===== config.mk =====
export PLATFORM = sky130hd
export DESIGN_NAME = mc_controller_flat
export DESIGN_NICKNAME = d
export VERILOG_FILES = /design/src/rtl/rv_pkg.sv /design/src/rtl/mc_controller_if.sv /design/src/rtl/alu_op_decode.sv /design/src/rtl/mc_controller.sv /design/src/flat_wrapper.sv
export SDC_FILE = /design/constraint.sdc
export NUM_CORES = 1
export LEC_CHECK = 0
export CORE_ASPECT_RATIO = 1.1
export CORE_MARGIN = 2
export CORE_UTILIZATION = 49
export CTS_CLUSTER_DIAMETER = 80
export DETAILED_ROUTE_END_ITERATION = 7
export GPL_TIMING_DRIVEN = 0
export MAX_ROUTING_LAYER = met4
export PLACE_DENSITY = 0.8
export SLEW_MARGIN = 5
export SYNTH_ARGS = -nofsm -noshare
export SYNTH_HDL_FRONTEND = slang
export SYNTH_SLANG_ARGS = --single-unit

===== constraint.sdc =====
create_clock -name clock -period 2.5 [get_ports clock]
set_clock_uncertainty 0.1 [all_clocks]
set_input_delay 0.5 -clock clock [delete_from_list [all_inputs] [get_ports clock]]
set_output_delay 0.5 -clock clock [all_outputs]
set_load 0.1 [all_outputs]

===== src/rtl/rv_pkg.sv =====
// Shared definitions for the multi-cycle RV32IM control unit.
// Contents: controller state enum, base opcode constants, ALU function
// codes, write-back and PC source select codes, and a legal-opcode helper.
package rv_pkg;

    typedef enum logic [2:0] {
        ST_FETCH,
        ST_DECODE,
        ST_EXEC,
        ST_MEM,
        ST_WB,
        ST_MD_WAIT,
        ST_TRAP
    } ctrl_state_t;

    localparam logic [6:0] OP_R      = 7'b0110011;
    localparam logic [6:0] OP_IMM    = 7'b0010011;
    localparam logic [6:0] OP_LOAD   = 7'b0000011;
    localparam logic [6:0] OP_STORE  = 7'b0100011;
    localparam logic [6:0] OP_BRANCH = 7'b1100011;
    localparam logic [6:0] OP_JAL    = 7'b1101111;
    localparam logic [6:0] OP_JALR   = 7'b1100111;
    localparam logic [6:0] OP_LUI    = 7'b0110111;
    localparam logic [6:0] OP_AUIPC  = 7'b0010111;

    localparam logic [6:0] FUNCT7_MULDIV = 7'b0000001;

    localparam logic [3:0] ALU_ADD    = 4'b0000;
    localparam logic [3:0] ALU_SUB    = 4'b1000;
    localparam logic [3:0] ALU_PASS_B = 4'b1111;

    localparam logic [1:0] WB_ALU = 2'd0;
    localparam logic [1:0] WB_MEM = 2'd1;
    localparam logic [1:0] WB_PC4 = 2'd2;
    localparam logic [1:0] WB_MD  = 2'd3;

    localparam logic [1:0] PC_PLUS4  = 2'd0;
    localparam logic [1:0] PC_TARGET = 2'd1;
    localparam logic [1:0] PC_JALR   = 2'd2;

    function automatic logic is_legal_op(input logic [6:0] op);
        case (op)
            OP_R, OP_IMM, OP_LOAD, OP_STORE, OP_BRANCH,
            OP_JAL, OP_JALR, OP_LUI, OP_AUIPC: is_legal_op = 1'b1;
            default:                            is_legal_op = 1'b0;
        endcase
    endfunction

endpackage


===== src/rtl/mc_controller_if.sv =====
// Controller <-> datapath/memory signal bundle.
// master: the control unit (takes decode fields and handshakes, drives
//         enables, selects, illegal flag and retired-instruction count).
// slave:  the datapath/memory side.
interface mc_controller_if #(
    parameter int XLEN     = 32,
    parameter int OP_W     = 7,
    parameter int FUNCT3_W = 3,
    parameter int FUNCT7_W = 7
);
    logic [OP_W-1:0]     opcode;
    logic [FUNCT3_W-1:0] funct3;
    logic [FUNCT7_W-1:0] funct7;
    logic                br_taken;
    logic                mem_ready;
    logic                md_done;

    logic                mem_req;
    logic                mem_we;
    logic                mem_addr_sel;
    logic                ir_we;
    logic                pc_we;
    logic [1:0]          pc_src;
    logic                alu_a_sel;
    logic                alu_b_sel;
    logic [3:0]          alu_op;
    logic                reg_we;
    logic [1:0]          wb_sel;
    logic                md_start;
    logic                illegal;
    logic [XLEN-1:0]     instret;

    modport master (
        input  opcode, funct3, funct7, br_taken, mem_ready, md_done,
        output mem_req, mem_we, mem_addr_sel, ir_we, pc_we, pc_src,
               alu_a_sel, alu_b_sel, alu_op, reg_we, wb_sel, md_start,
               illegal, instret
    );

    modport slave (
        output opcode, funct3, funct7, br_taken, mem_ready, md_done,
        input  mem_req, mem_we, mem_addr_sel, ir_we, pc_we, pc_src,
               alu_a_sel, alu_b_sel, alu_op, reg_we, wb_sel, md_start,
               illegal, instret
    );
endinterface


===== src/rtl/alu_op_decode.sv =====
// Combinational opcode/funct3/funct7[5] -> ALU function code.
// Ports: opcode, funct3, funct7_b5 (funct7 bit 5) in; alu_op out.
module alu_op_decode
    import rv_pkg::*;
#(
    parameter int OP_W     = 7,
    parameter int FUNCT3_W = 3
) (
    input  logic [OP_W-1:0]     opcode,
    input  logic [FUNCT3_W-1:0] funct3,
    input  logic                funct7_b5,
    output logic [3:0]          alu_op
);
    always_comb begin
        alu_op = ALU_ADD;
        case (opcode)
            OP_R:      alu_op = {funct7_b5, funct3};
            // Upper immediate bits only select arithmetic shift for SRAI.
            OP_IMM:    alu_op = {(funct3 == 3'b101) & funct7_b5, funct3};
            OP_LUI:    alu_op = ALU_PASS_B;
            OP_BRANCH: alu_op = ALU_SUB;
            default:   alu_op = ALU_ADD;
        endcase
    end
endmodule


===== src/rtl/mc_controller.sv =====
// Multi-cycle control unit: walks one instruction at a time through
// fetch, decode, execute, memory and write-back, and counts retirements.
// Ports: clock, reset (async, active-high), bus (mc_controller_if.master).
//
// state      | meaning
// -----------+--------------------------------------------------------
// ST_FETCH   | instruction read, waits for mem_ready, then latches IR
// ST_DECODE  | captures decode fields, picks EXEC or TRAP
// ST_EXEC    | ALU step; branches/JAL/JALR write PC; M-ops start MD unit
// ST_MEM     | data access for LOAD/STORE, waits for mem_ready
// ST_WB      | register write, PC += 4 unless a jump already wrote it
// ST_MD_WAIT | waits for md_done
// ST_TRAP    | illegal opcode; everything idle until reset
module mc_controller
    import rv_pkg::*;
#(
    parameter int XLEN     = 32,
    parameter int OP_W     = 7,
    parameter int FUNCT3_W = 3,
    parameter int FUNCT7_W = 7
) (
    input  logic     clock,
    input  logic     reset,
    mc_controller_if.master bus
);
    ctrl_state_t         state;
    logic [OP_W-1:0]     op_q;
    logic [FUNCT3_W-1:0] f3_q;
    logic [FUNCT7_W-1:0] f7_q;
    logic [XLEN-1:0]     instret_q;

    logic is_r, is_imm, is_load, is_store, is_branch;
    logic is_jal, is_jalr, is_lui, is_auipc, is_md, is_jump;
    logic retire;

    assign is_r      = (op_q == OP_R);
    assign is_imm    = (op_q == OP_IMM);
    assign is_load   = (op_q == OP_LOAD);
    assign is_store  = (op_q == OP_STORE);
    assign is_branch = (op_q == OP_BRANCH);
    assign is_jal    = (op_q == OP_JAL);
    assign is_jalr   = (op_q == OP_JALR);
    assign is_lui    = (op_q == OP_LUI);
    assign is_auipc  = (op_q == OP_AUIPC);
    assign is_jump   = is_jal | is_jalr;
    assign is_md     = is_r && (f7_q == FUNCT7_MULDIV);

    assign retire = ((state == ST_EXEC) && is_branch)
                  || ((state == ST_MEM) && is_store && bus.mem_ready)
                  || (state == ST_WB);

    always_ff @(posedge clock or posedge reset) begin
        if (reset) begin
            state     <= ST_FETCH;
            op_q      <= '0;
            f3_q      <= '0;
            f7_q      <= '0;
            instret_q <= '0;
        end else begin
            if (retire)
                instret_q <= instret_q + XLEN'(1);
            case (state)
                ST_FETCH:   if (bus.mem_ready) state <= ST_DECODE;
                ST_DECODE: begin
                    op_q  <= bus.opcode;
                    f3_q  <= bus.funct3;
                    f7_q  <= bus.funct7;
                    state <= is_legal_op(bus.opcode) ? ST_EXEC : ST_TRAP;
                end
                ST_EXEC: begin
                    if (is_branch)             state <= ST_FETCH;
                    else if (is_load | is_store) state <= ST_MEM;
                    else if (is_md)            state <= ST_MD_WAIT;
                    else                       state <= ST_WB;
                end
                ST_MEM:     if (bus.mem_ready) state <= is_load ? ST_WB : ST_FETCH;
                ST_MD_WAIT: if (bus.md_done) state <= ST_WB;
                ST_WB:      state <= ST_FETCH;
                ST_TRAP:    state <= ST_TRAP;
                default:    state <= ST_FETCH;
            endcase
        end
    end

    alu_op_decode #(.OP_W(OP_W), .FUNCT3_W(FUNCT3_W)) u_alu_op_decode (
        .opcode    (op_q),
        .funct3    (f3_q),
        .funct7_b5 (f7_q[5]),
        .alu_op    (bus.alu_op)
    );

    // Operand/write-back selects follow the captured opcode; op_q clears on
    // reset and illegal opcodes match nothing, so these idle at zero.
    assign bus.alu_a_sel = is_auipc | is_jal;
    assign bus.alu_b_sel = is_imm | is_load | is_store | is_lui | is_auipc | is_jump;
    assign bus.wb_sel    = is_load ? WB_MEM : is_jump ? WB_PC4 : is_md ? WB_MD : WB_ALU;
    assign bus.illegal   = (state == ST_TRAP);
    assign bus.instret   = instret_q;

    always_comb begin
        bus.mem_req      = 1'b0;
        bus.mem_we       = 1'b0;
        bus.mem_addr_sel = 1'b0;
        bus.ir_we        = 1'b0;
        bus.pc_we        = 1'b0;
        bus.pc_src       = PC_PLUS4;
        bus.reg_we       = 1'b0;
        bus.md_start     = 1'b0;
        case (state)
            ST_FETCH: begin
                // Reset parks the FSM in FETCH; keep the bus quiet until release.
                bus.mem_req = ~reset;
                bus.ir_we   = bus.mem_ready & ~reset;
            end
            ST_EXEC: begin
                bus.md_start = is_md;
                if (is_branch) begin
                    bus.pc_we  = 1'b1;
                    bus.pc_src = bus.br_taken ? PC_TARGET : PC_PLUS4;
                end else if (is_jal) begin
                    bus.pc_we  = 1'b1;
                    bus.pc_src = PC_TARGET;
                end else if (is_jalr) begin
                    bus.pc_we  = 1'b1;
                    bus.pc_src = PC_JALR;
                end
            end
            ST_MEM: begin
                bus.mem_req      = 1'b1;
                bus.mem_addr_sel = 1'b1;
                bus.mem_we       = is_store;
                bus.pc_we        = is_store & bus.mem_ready;
            end
            ST_WB: begin
                bus.reg_we = 1'b1;
                bus.pc_we  = ~is_jump;
            end
            default: ;
        endcase
    end
endmodule

===== src/flat_wrapper.sv =====
// flat-port wrapper written by rule: the top's interface ports become plain ports
module mc_controller_flat import rv_pkg::*;
#(
    parameter int XLEN     = 32,
    parameter int OP_W     = 7,
    parameter int FUNCT3_W = 3,
    parameter int FUNCT7_W = 7
)
  (clock, reset, bus_opcode, bus_funct3, bus_funct7, bus_br_taken, bus_mem_ready, bus_md_done, bus_mem_req, bus_mem_we, bus_mem_addr_sel, bus_ir_we, bus_pc_we, bus_pc_src, bus_alu_a_sel, bus_alu_b_sel, bus_alu_op, bus_reg_we, bus_wb_sel, bus_md_start, bus_illegal, bus_instret);
  mc_controller_if #(.XLEN(XLEN), .OP_W(OP_W), .FUNCT3_W(FUNCT3_W), .FUNCT7_W(FUNCT7_W)) bus_i ();
  input  logic clock;
  input  logic reset;
  input wire logic [$bits(bus_i.opcode)-1:0] bus_opcode;
  input wire logic [$bits(bus_i.funct3)-1:0] bus_funct3;
  input wire logic [$bits(bus_i.funct7)-1:0] bus_funct7;
  input wire logic [$bits(bus_i.br_taken)-1:0] bus_br_taken;
  input wire logic [$bits(bus_i.mem_ready)-1:0] bus_mem_ready;
  input wire logic [$bits(bus_i.md_done)-1:0] bus_md_done;
  output wire logic [$bits(bus_i.mem_req)-1:0] bus_mem_req;
  output wire logic [$bits(bus_i.mem_we)-1:0] bus_mem_we;
  output wire logic [$bits(bus_i.mem_addr_sel)-1:0] bus_mem_addr_sel;
  output wire logic [$bits(bus_i.ir_we)-1:0] bus_ir_we;
  output wire logic [$bits(bus_i.pc_we)-1:0] bus_pc_we;
  output wire logic [$bits(bus_i.pc_src)-1:0] bus_pc_src;
  output wire logic [$bits(bus_i.alu_a_sel)-1:0] bus_alu_a_sel;
  output wire logic [$bits(bus_i.alu_b_sel)-1:0] bus_alu_b_sel;
  output wire logic [$bits(bus_i.alu_op)-1:0] bus_alu_op;
  output wire logic [$bits(bus_i.reg_we)-1:0] bus_reg_we;
  output wire logic [$bits(bus_i.wb_sel)-1:0] bus_wb_sel;
  output wire logic [$bits(bus_i.md_start)-1:0] bus_md_start;
  output wire logic [$bits(bus_i.illegal)-1:0] bus_illegal;
  output wire logic [$bits(bus_i.instret)-1:0] bus_instret;
  assign bus_i.opcode = bus_opcode;
  assign bus_i.funct3 = bus_funct3;
  assign bus_i.funct7 = bus_funct7;
  assign bus_i.br_taken = bus_br_taken;
  assign bus_i.mem_ready = bus_mem_ready;
  assign bus_i.md_done = bus_md_done;
  assign bus_mem_req = bus_i.mem_req;
  assign bus_mem_we = bus_i.mem_we;
  assign bus_mem_addr_sel = bus_i.mem_addr_sel;
  assign bus_ir_we = bus_i.ir_we;
  assign bus_pc_we = bus_i.pc_we;
  assign bus_pc_src = bus_i.pc_src;
  assign bus_alu_a_sel = bus_i.alu_a_sel;
  assign bus_alu_b_sel = bus_i.alu_b_sel;
  assign bus_alu_op = bus_i.alu_op;
  assign bus_reg_we = bus_i.reg_we;
  assign bus_wb_sel = bus_i.wb_sel;
  assign bus_md_start = bus_i.md_start;
  assign bus_illegal = bus_i.illegal;
  assign bus_instret = bus_i.instret;
  mc_controller #(.XLEN(XLEN), .OP_W(OP_W), .FUNCT3_W(FUNCT3_W), .FUNCT7_W(FUNCT7_W)) u_core (.clock(clock), .reset(reset), .bus(bus_i));
endmodule

Word level (Yosys, flattened, before mapping)
Cells that the tools add are included.
Widths: inputs -> output; s select.
Operators by class
  equal/unequal tests: 29
  bitwise gates (word level): 13
  reductions and logical operators: 9
  add/subtract/negate cells: 1
  muxes and demuxes: 30
Operators with widths (count)
  $eq 7x6->1 const B: 6
  $eq 7x7->1 const B: 6
  $add 32x1->32 const B: 1
  $eq 7x5->1 const B: 4
  $mux 3: 7
  $pmux 3 s6: 1
  $pmux 4 s4: 1
  $eq 7x2->1 const B: 2
  $mux 2: 7
  $eq 3x3->1 const B: 4
  $mux 1: 12
  $reduce_or 9->1: 1
  $or 1x1->1: 8
  $eq 7x1->1 const B: 1
  $eq 3x2->1 const B: 2
  $ne 2x2->1 const B: 3
  $logic_and 1x1->1: 4
  $and 1x1->1: 3
  $eq 3x1->1 const B: 1
  $logic_not 3->1: 1
  $pmux 1 s3: 1
  $reduce_and 3->1: 1
  $logic_or 1x1->1: 2
  $not 1->1: 2
  $pmux 1 s2: 1
Word-level totals
  output and inout bits: 50
  logic and storage cells: 87
  register bits: 52

Logic depth before layout (Yosys ltp)
Gate-level depths: netlist (run 1).
  depth in word-level cells: 6
  mapped depth: 8
  mapped depth without buffers: 6

Modules after synthesis
A second synthesis (run 1) with hierarchy kept.
Second synthesis, totals
  cell total of the unflattened synthesis: 271
  area, all modules: 2790.2 µm²
By module, submodules not included
  mc_controller: times used 1, sequential area each 1301.2 µm², area each 2676.3 µm², cells each 254
  alu_op_decode: times used 1, sequential area each 0.0 µm², area each 113.9 µm², cells each 17

Worst setup path before layout (run 1)
No wires, ideal clock.
  path type: register -> output
  start: register u_core.state[0]
  end: output port bus_ir_we
  path slack: -1.642 ns
  stages on the path, launching flop included: 3
  arrival: 3.542 ns
  data required time: 1.900 ns
  path through: dfrtp_1 > clkbuf_1 > nor4_1
Between the ends
  word-level cells in the longest chain between the ends: 2
RTL lines
  from (decl): line mc_controller.sv:26  | ctrl_state_t state;
  from (signal assigned): line mc_controller.sv:68  | state <= is_legal_op(bus.opcode) ? ST_EXEC : ST_TRAP;
  from (signal assigned): line mc_controller.sv:76  | ST_MEM: if (bus.mem_ready) state <= is_load ? ST_WB : ST_FETCH;
  $logic_not 3->1: line mc_controller.sv:109  | case (state)
  $mux 1: line mc_controller.sv:109
  to (decl): line flat_wrapper.sv:22  | output wire logic [$bits(bus_i.ir_we)-1:0] bus_ir_we;
No other way between the ends.

Final worst setup path (run 1)
  start: register u_core.op_q[6]
  end: output port bus_pc_we
Between the ends
  word-level cells in the longest chain between the ends: 5
RTL lines
  from (decl): line mc_controller.sv:27  | logic [OP_W-1:0] op_q;
  from (signal assigned): line mc_controller.sv:65  | op_q <= bus.opcode;
  $eq 7x7->1: line mc_controller.sv:42  | assign is_jalr = (op_q == OP_JALR);
  $mux 1: line mc_controller.sv:123  | end else if (is_jalr) begin
  $mux 1: line mc_controller.sv:120  | end else if (is_jal) begin
  $mux 1: line mc_controller.sv:117  | if (is_branch) begin
  $pmux 1 s3 (*): line mc_controller.sv:109
  to (decl): line flat_wrapper.sv:23  | output wire logic [$bits(bus_i.pc_we)-1:0] bus_pc_we;
Every way passes the cells marked *; elsewhere a longest branch is shown, timed or not.

==> results.ini, run 1 <==
[status]
status = finished, violations left
violations = setup timing

[min_path]
hp-start = u_core.bus.instret[11]$_DFFE_PP0P_
holdPathStages = 1
hold_end = u_core.bus.instret[11]$_DFFE_PP0P_
min_path_type = reg -> reg

[placed_design]
io_buffer_count = 71
dp.final_hpwl_um = 4940
place.gp.congestion = 0.874
dp.cells = 403
place_area_um2 = 3730
pre_cts_ws_ns = -0.745

[power_and_ir_drop]
p_leak_nw = 1.80
p_per_area_nw_per_um2 = 1020
ir_drop_mv = 0.953

[synthesis]
synthFlopType = dfrtp_1
syn_nets = 279
async_flop_share_pct = 100
synth_edf_count = 0
seq_area_frac_synth_pct = 46.4
ys_seq_elements = 52
avgSynthCellArea_um2 = 10.9
ys_types = 51
synth.cell_area_um2 = 2800
yosysWarnings = 0
synthCells = 256

[timing]
tightest_slew_ns = 1.02
period_minus_slack_ns = 2.56
fin_crit_sh_pct = 102
slew_violations = 0
fmaxAchievable_ghz = 0.391
hold_violations = 0
rsz0062_at_grt = true
setup_viol = 1
finalSetupTns_ns = -0.0584
setup_slack_ns = -0.0584
maxSlewHeadroom_pct = 32.0

[worst_setup_path]
worstPathRequired_ns = 1.90
worst-setup-path-type = reg -> out
critPathLaunchType = register
end_kind = primary output
r2r-start = u_core.op_q[6]$_DFFE_PP0P_
cp_cell_sequence = and3b_2, nand2_4, mux2_2, o211ai_1, buf_6
crit_arrival_ns = 1.96
crit_path_top_delay_cell = dfrtp_2
slowest_delay_ns = 0.44
cp_max_fo = 5
rrSetupSlack_ns = 0.13
rr_worst_depth = 11
r2r-end = u_core.bus.instret[9]$_DFFE_PP0P_

[route]
drc = 0
wl_um = 7260
dr_total_vias = 2394
wl_per_cell_um = 17.0
drt-vias-per-instance = 5.61
drtIter0Drc = 62
dr.pass1.iters = 4
detail-route-antenna-nets = 0

[grt]
first_global_vias = 2303
grt_pass1_wl_um = 11500
grt_max_degree = 30
grt-ovfl-total = 0
grt_antenna_before_repair = 0
grtUsageTotal_pct = 22.8

[final_layout]
finish.utilization_pct = 74.8
seq_area_um2 = 1330
multiInputGateArea_um2 = 1550
final_area_um2 = 4090
finalNonFillerCells = 427
fillers = 399
area.growth.synth_to_final_pct = 45.8
post_route_cells_drive_above_1_share_pct = 38.4
nets = 374
antenna_cells = 0

[floorplan]
pin_count = 72
start_util_pct = 51.3
core_area_um2 = 5470
rows = 28
die_y_um = 83.3
die-area_um2 = 6340
die_width_um = 76.1

[cts]
cts_buffers = 5
ctsHtreeMaxLevel = 2
path_clk_slew_ns = 0.09
clk_latency_ns = 0.30
cts_root_buf = clkbuf_8
cts_tree = yes
clock_sinks = 52
clk_path_buf_depth = 2

[flow_run]
maxCapViolations = 0

[through the flow]
stage                     hold slack (ns)  total power, W
after floorplan                     0.372         0.00287
after detailed placement            0.371         0.00332
after global placement              0.359         0.00328
after global routing                0.396         0.00437
after CTS                           0.387         0.00400
final                               0.384         0.00417
[final cells by class]
cell class	count	area share [%]
well taps	75	2.30
inverters	6	0.551
clock buffers	7	1.87
plain buffers	9	1.68
repair buffers	89	22.5
multi-input cells	188	37.9
clock inverters	1	0.735
flip-flops and latches	52	32.4
[critical path: cells and delay by family (launching register included)]
kind | cells | cell delay (ns)
DFF | 1 | 0.44
and+or+nand+nor | 2 | 0.35
muxes | 1 | 0.34
AOI/OAI and AO/OA | 1 | 0.27
buffers and inverters | 1 | 0.27
[synthesized netlist by cell type, types with 3 or more instances]
library cell / number / area [um^2]
a21oi_1: 7 / 35.0
dfrtp_1: 52 / 1300
nor4_1: 3 / 18.8
nor3b_2: 3 / 37.5
and3_1: 5 / 31.3
xor2_1: 11 / 96.3
nand4_1: 11 / 68.8
xnor2_1: 20 / 175
mux2_2: 17 / 191
nand2_1: 29 / 109
nor3b_1: 4 / 30.0
o21ai_0: 3 / 15.0
a21o_1: 3 / 22.5
nand3_1: 12 / 60.1
buf_2: 6 / 30.0
and2_1: 4 / 25.0
nor2_1: 7 / 26.3
nor3_2: 6 / 60.1
nor3_1: 9 / 45.0
inv_1: 6 / 22.5
[cell usage in the layout, fill, tap and decap left out, drive strengths merged, types with 2 or more instances in the layout]
| master | n |
|---|---|
| dfrtp | 52 |
| buf | 41 |
| clkdlybuf4s50 | 31 |
| nand2 | 29 |
| xnor2 | 20 |
| mux2 | 17 |
| nor3 | 15 |
| nand3 | 13 |
| nand4 | 13 |
| dlymetal6s2s | 12 |
| xor2 | 11 |
| dlygate4sd2 | 10 |
| clkbuf | 9 |
| a21oi | 7 |
| nor2 | 7 |
| nor3b | 7 |
| inv | 6 |
| and3 | 5 |
| and2 | 4 |
| nor4 | 4 |
| o21ai | 3 |
| a21o | 3 |
| nor4b | 3 |
| or3 | 3 |
| and3b | 2 |
| clkdlybuf4s15 | 2 |
| and4 | 2 |
| nor2b | 2 |
| a211oi | 2 |
[how the worst max path moves through the flow]
stage	startpoint	to	slack, ns	cells past startpoint
final	u_core.op_q[6]$_DFFE_PP0P_	bus_pc_we	-0.06	5
after global routing	u_core.op_q[4]$_DFFE_PP0P_	bus_pc_we	-0.09	5
after CTS	bus_mem_ready	bus_ir_we	0.002	4
after detailed placement	u_core.op_q[3]$_DFFE_PP0P_	bus_wb_sel[0]	-0.75	6
after global placement	u_core.op_q[3]$_DFFE_PP0P_	bus_md_start	-0.75	6
after floorplan	u_core.op_q[4]$_DFFE_PP0P_	bus_pc_we	-0.69	5
[cell families (layout without fill, tap and decap cells)]
family | Yosys count | in the layout | share of synthesized area, %
DFF | 52 | 52 | 46.4
buffers and inverters | 16 | 112 | 2.95
and+or+nand+nor | 113 | 113 | 25.8
xor gates and xnor gates | 31 | 31 | 9.69
muxes | 17 | 17 | 6.83
adders and majority gates | 1 | 1 | 0.446
AOI/OAI and AO/OA | 26 | 26 | 7.81
[registers in the layout, indices dropped and copies added, names as in the netlist]
name                cells
u_core.state            3
u_core.bus.instret     32
u_core.f7_q             7
u_core.f3_q             3
u_core.op_q             7
[repair_timing]
action | CTS | global route
endpoints found under the setup margin | 28 | 29
buffers inserted | 9 | 8
hold endpoints to repair | 0 | 0
hold buffers | 0 | 0
gates resized for setup | 130 | 35
pin swaps | 3 | 4
[power breakdown]
part | switching (W) | internal [W] | total, W
Combinational | 0.00145 | 0.000843 | 0.00230
Clock | 0.000263 | 0.000300 | 0.000563
Sequential | 0.000245 | 0.00107 | 0.00131
[routing by layer]
layer,GRT usage [%],up-vias,routed length [um]
met5,-,-,0
met4,5.62,0,42
met3,4.46,6,408
met2,38.6,72,3790
met1,28.3,1205,3020
li1,-,1111,-
Note: power is estimated with default switching activity, not from simulation.
==> inputs of run 2 (changes only) <==
--- a/config.mk
+++ b/config.mk
@@ -5,14 +5,13 @@
 export SDC_FILE = /design/constraint.sdc
 export NUM_CORES = 1
 export LEC_CHECK = 0
-export CORE_ASPECT_RATIO = 1.1
 export CORE_MARGIN = 2
-export CORE_UTILIZATION = 49
+export CORE_UTILIZATION = 50
 export CTS_CLUSTER_DIAMETER = 80
 export DETAILED_ROUTE_END_ITERATION = 7
 export GPL_TIMING_DRIVEN = 0
 export MAX_ROUTING_LAYER = met4
-export PLACE_DENSITY = 0.8
+export PLACE_DENSITY = 0.81
 export SLEW_MARGIN = 5
 export SYNTH_ARGS = -nofsm -noshare
 export SYNTH_HDL_FRONTEND = slang
==> constraint.sdc (replaced) <==
create_clock -name clock -period 3 [get_ports clock]
set_clock_uncertainty 0.1 [all_clocks]
set_input_delay 0.6 -clock clock [delete_from_list [all_inputs] [get_ports clock]]
set_output_delay 0.6 -clock clock [all_outputs]
set_load 0.1 [all_outputs]
==> run 2 against run 1 <==
  * The flow now finishes without violations
  * Clock-buffer cell count decreased by 1
  * Combinational power decreased by 30%
  * Wire length decreased by 9.0%
  * Cell count decreased by 4.4%
  * Clock power decreased by 9.1%
  * Via count decreased by 4.5%
  * Critical path depth unchanged
  * Critical path type unchanged
  * Worst hold slack got worse by 0.0011 ns
==> results.ini, run 2 (synthesis results as in run 1) <==
[status]
status = complete, no violations

[cts]
clk_path_buf_depth = 2
cts_tree = yes
path_clk_slew_ns = 0.10
cts_root_buf = clkbuf_8
cts_setup_buffers = 0
clock_sinks = 52
hold_buffers = 0
cts_buffers = 5
clk_latency_ns = 0.31
ctsHtreeMaxLevel = 2
cts_resized = 57

[final_layout]
fillers = 419
largest_reg_flops = 32
nets = 358
antenna_cells = 0
multiInputGateArea_um2 = 1460
area.growth.synth_to_final_pct = 34.8
final_cell_mix = clkdlybuf4s50_1 (53), dfrtp_1 (51), nand2_1 (28)
final_area_um2 = 3780
post_route_cells_drive_above_1_share_pct = 23.8
seq_area_um2 = 1300
finalNonFillerCells = 408
layout_commonest_cell = clkdlybuf4s50_1

[timing]
hold_violations = 0
slew_violations = 0
fmaxAchievable_ghz = 0.344
rsz0062_at_grt = false
fin_crit_sh_pct = 96.8
period_minus_slack_ns = 2.90
maxSlewHeadroom_pct = 34.6
setup_viol = 0
tightest_slew_ns = 0.979

[route]
met2WireLength_um = 3280
wl_um = 6610
top_layer_used = met4
drt-vias-per-instance = 5.61
wl_per_cell_um = 16.2
drt-met1-wl_um = 2890
dr_wl_met3_um = 338
drtIter0Drc = 137
drc = 0
dr_total_vias = 2287
dr.pass1.iters = 4
detail-route-antenna-nets = 0

[floorplan]
rows = 27
start_util_pct = 51.2
die-area_um2 = 6220
die_y_um = 78.9
pin_count = 72
die_width_um = 78.9
core_area_um2 = 5470

[worst_setup_path]
crit_path_top_delay_cell = clkdlybuf4s15_1
critPathLaunchType = register
worst-setup-path-type = reg -> out
r2r-start = u_core.bus.instret[0]$_DFFE_PP0P_
crit_arrival_ns = 2.20
worstPathRequired_ns = 2.30
r2r-end = u_core.bus.instret[24]$_DFFE_PP0P_
slowest_delay_ns = 0.83
rr_worst_depth = 6
rrSetupSlack_ns = 0.72
cp_cell_sequence = buf_2, nor2_1, a32oi_1, nor2b_1, clkdlybuf4s15_1
cp_max_fo = 8
end_kind = primary output

[grt]
grt_antenna_before_repair = 0
grt_max_degree = 30
first_global_vias = 2239
grt_pass1_wl_um = 10900
grt-ovfl-total = 0
grtUsageTotal_pct = 23.1

[placed_design]
dp.final_hpwl_um = 4820
place.gp.congestion = 0.888
io_buffer_count = 71
place_area_um2 = 3670
dp.cells = 400

[power_and_ir_drop]
p_leak_nw = 1.49
ir_drop_mv = 0.952
p_per_area_nw_per_um2 = 850

[min_path]
hp-start = u_core.bus.instret[31]$_DFFE_PP0P_
holdPathStages = 1
min_path_type = reg -> reg
hold_end = u_core.bus.instret[31]$_DFFE_PP0P_

[flow_run]
maxCapViolations = 0

run 2: stage by stage:
step	util (%)	setup TNS [ns]	hold slack (ns)	setup slack (ns)	total power [W]
CTS	69.1	0	0.381	0.0248	0.00322
finish	69.0	0	0.383	0.0970	0.00321
global placement	66.7	-4.95	0.360	-0.414	0.00268
floorplan	-	-0.389	0.372	-0.288	0.00234
detailed placement	67.1	-2.90	0.364	-0.419	0.00273
global route	69.0	0	0.388	0.00604	0.00337
run 2: critical path, delay by kind of cell (launching register included):
| family | cells | cell delay (ns) |
|---|---|---|
| flip-flops | 1 | 0.37 |
| buffers and inverters | 2 | 1.01 |
| AND/OR/NAND/NOR | 2 | 0.37 |
| AO/OA/AOI/OAI | 1 | 0.14 |
run 2: worst max path at each step:
| stage | start | end | slack [ns] | depth (start not counted) |
|---|---|---|---|---|
| 2_1_floorplan | u_core.op_q[4]$_DFFE_PP0P_ | bus_pc_we | -0.29 | 5 |
| 3_3_place_gp | bus_mem_ready | bus_ir_we | -0.41 | 4 |
| 3_5_place_dp | bus_mem_ready | bus_ir_we | -0.42 | 4 |
| 4_1_cts | u_core.op_q[3]$_DFFE_PP0P_ | bus_md_start | 0.02 | 6 |
| 5_1_grt | u_core.op_q[3]$_DFFE_PP0P_ | bus_md_start | 0.006 | 6 |
| 6_report | u_core.op_q[3]$_DFFE_PP0P_ | bus_alu_a_sel | 0.1 | 5 |
run 2: metal layers:
metal / vias up / global-route usage, %
met2: 69 / 37.2
met5: - / -
li1: 1077 / -
met1: 1130 / 30.2
met4: 0 / 7.41
met3: 11 / 3.75
run 2: cell type report:
cell class	instances	area share [%]
multi-input combinational	188	38.7
sequential	52	34.5
timing repair buffer	72	18.9
tap	72	2.38
clock buffer	6	2.19
buffer	10	1.76
clock inverter	2	1.03
inverter	6	0.596
run 2: power by group:
group | switching (W) | total [W] | internal [W] | leakage (nW)
clock | 0.000239 | 0.000512 | 0.000273 | 0.0614
sequential | 0.000211 | 0.00109 | 0.000877 | 0.632
combinational | 0.00109 | 0.00161 | 0.000518 | 0.798
total | 0.00154 | 0.00321 | 0.00167 | 1.49
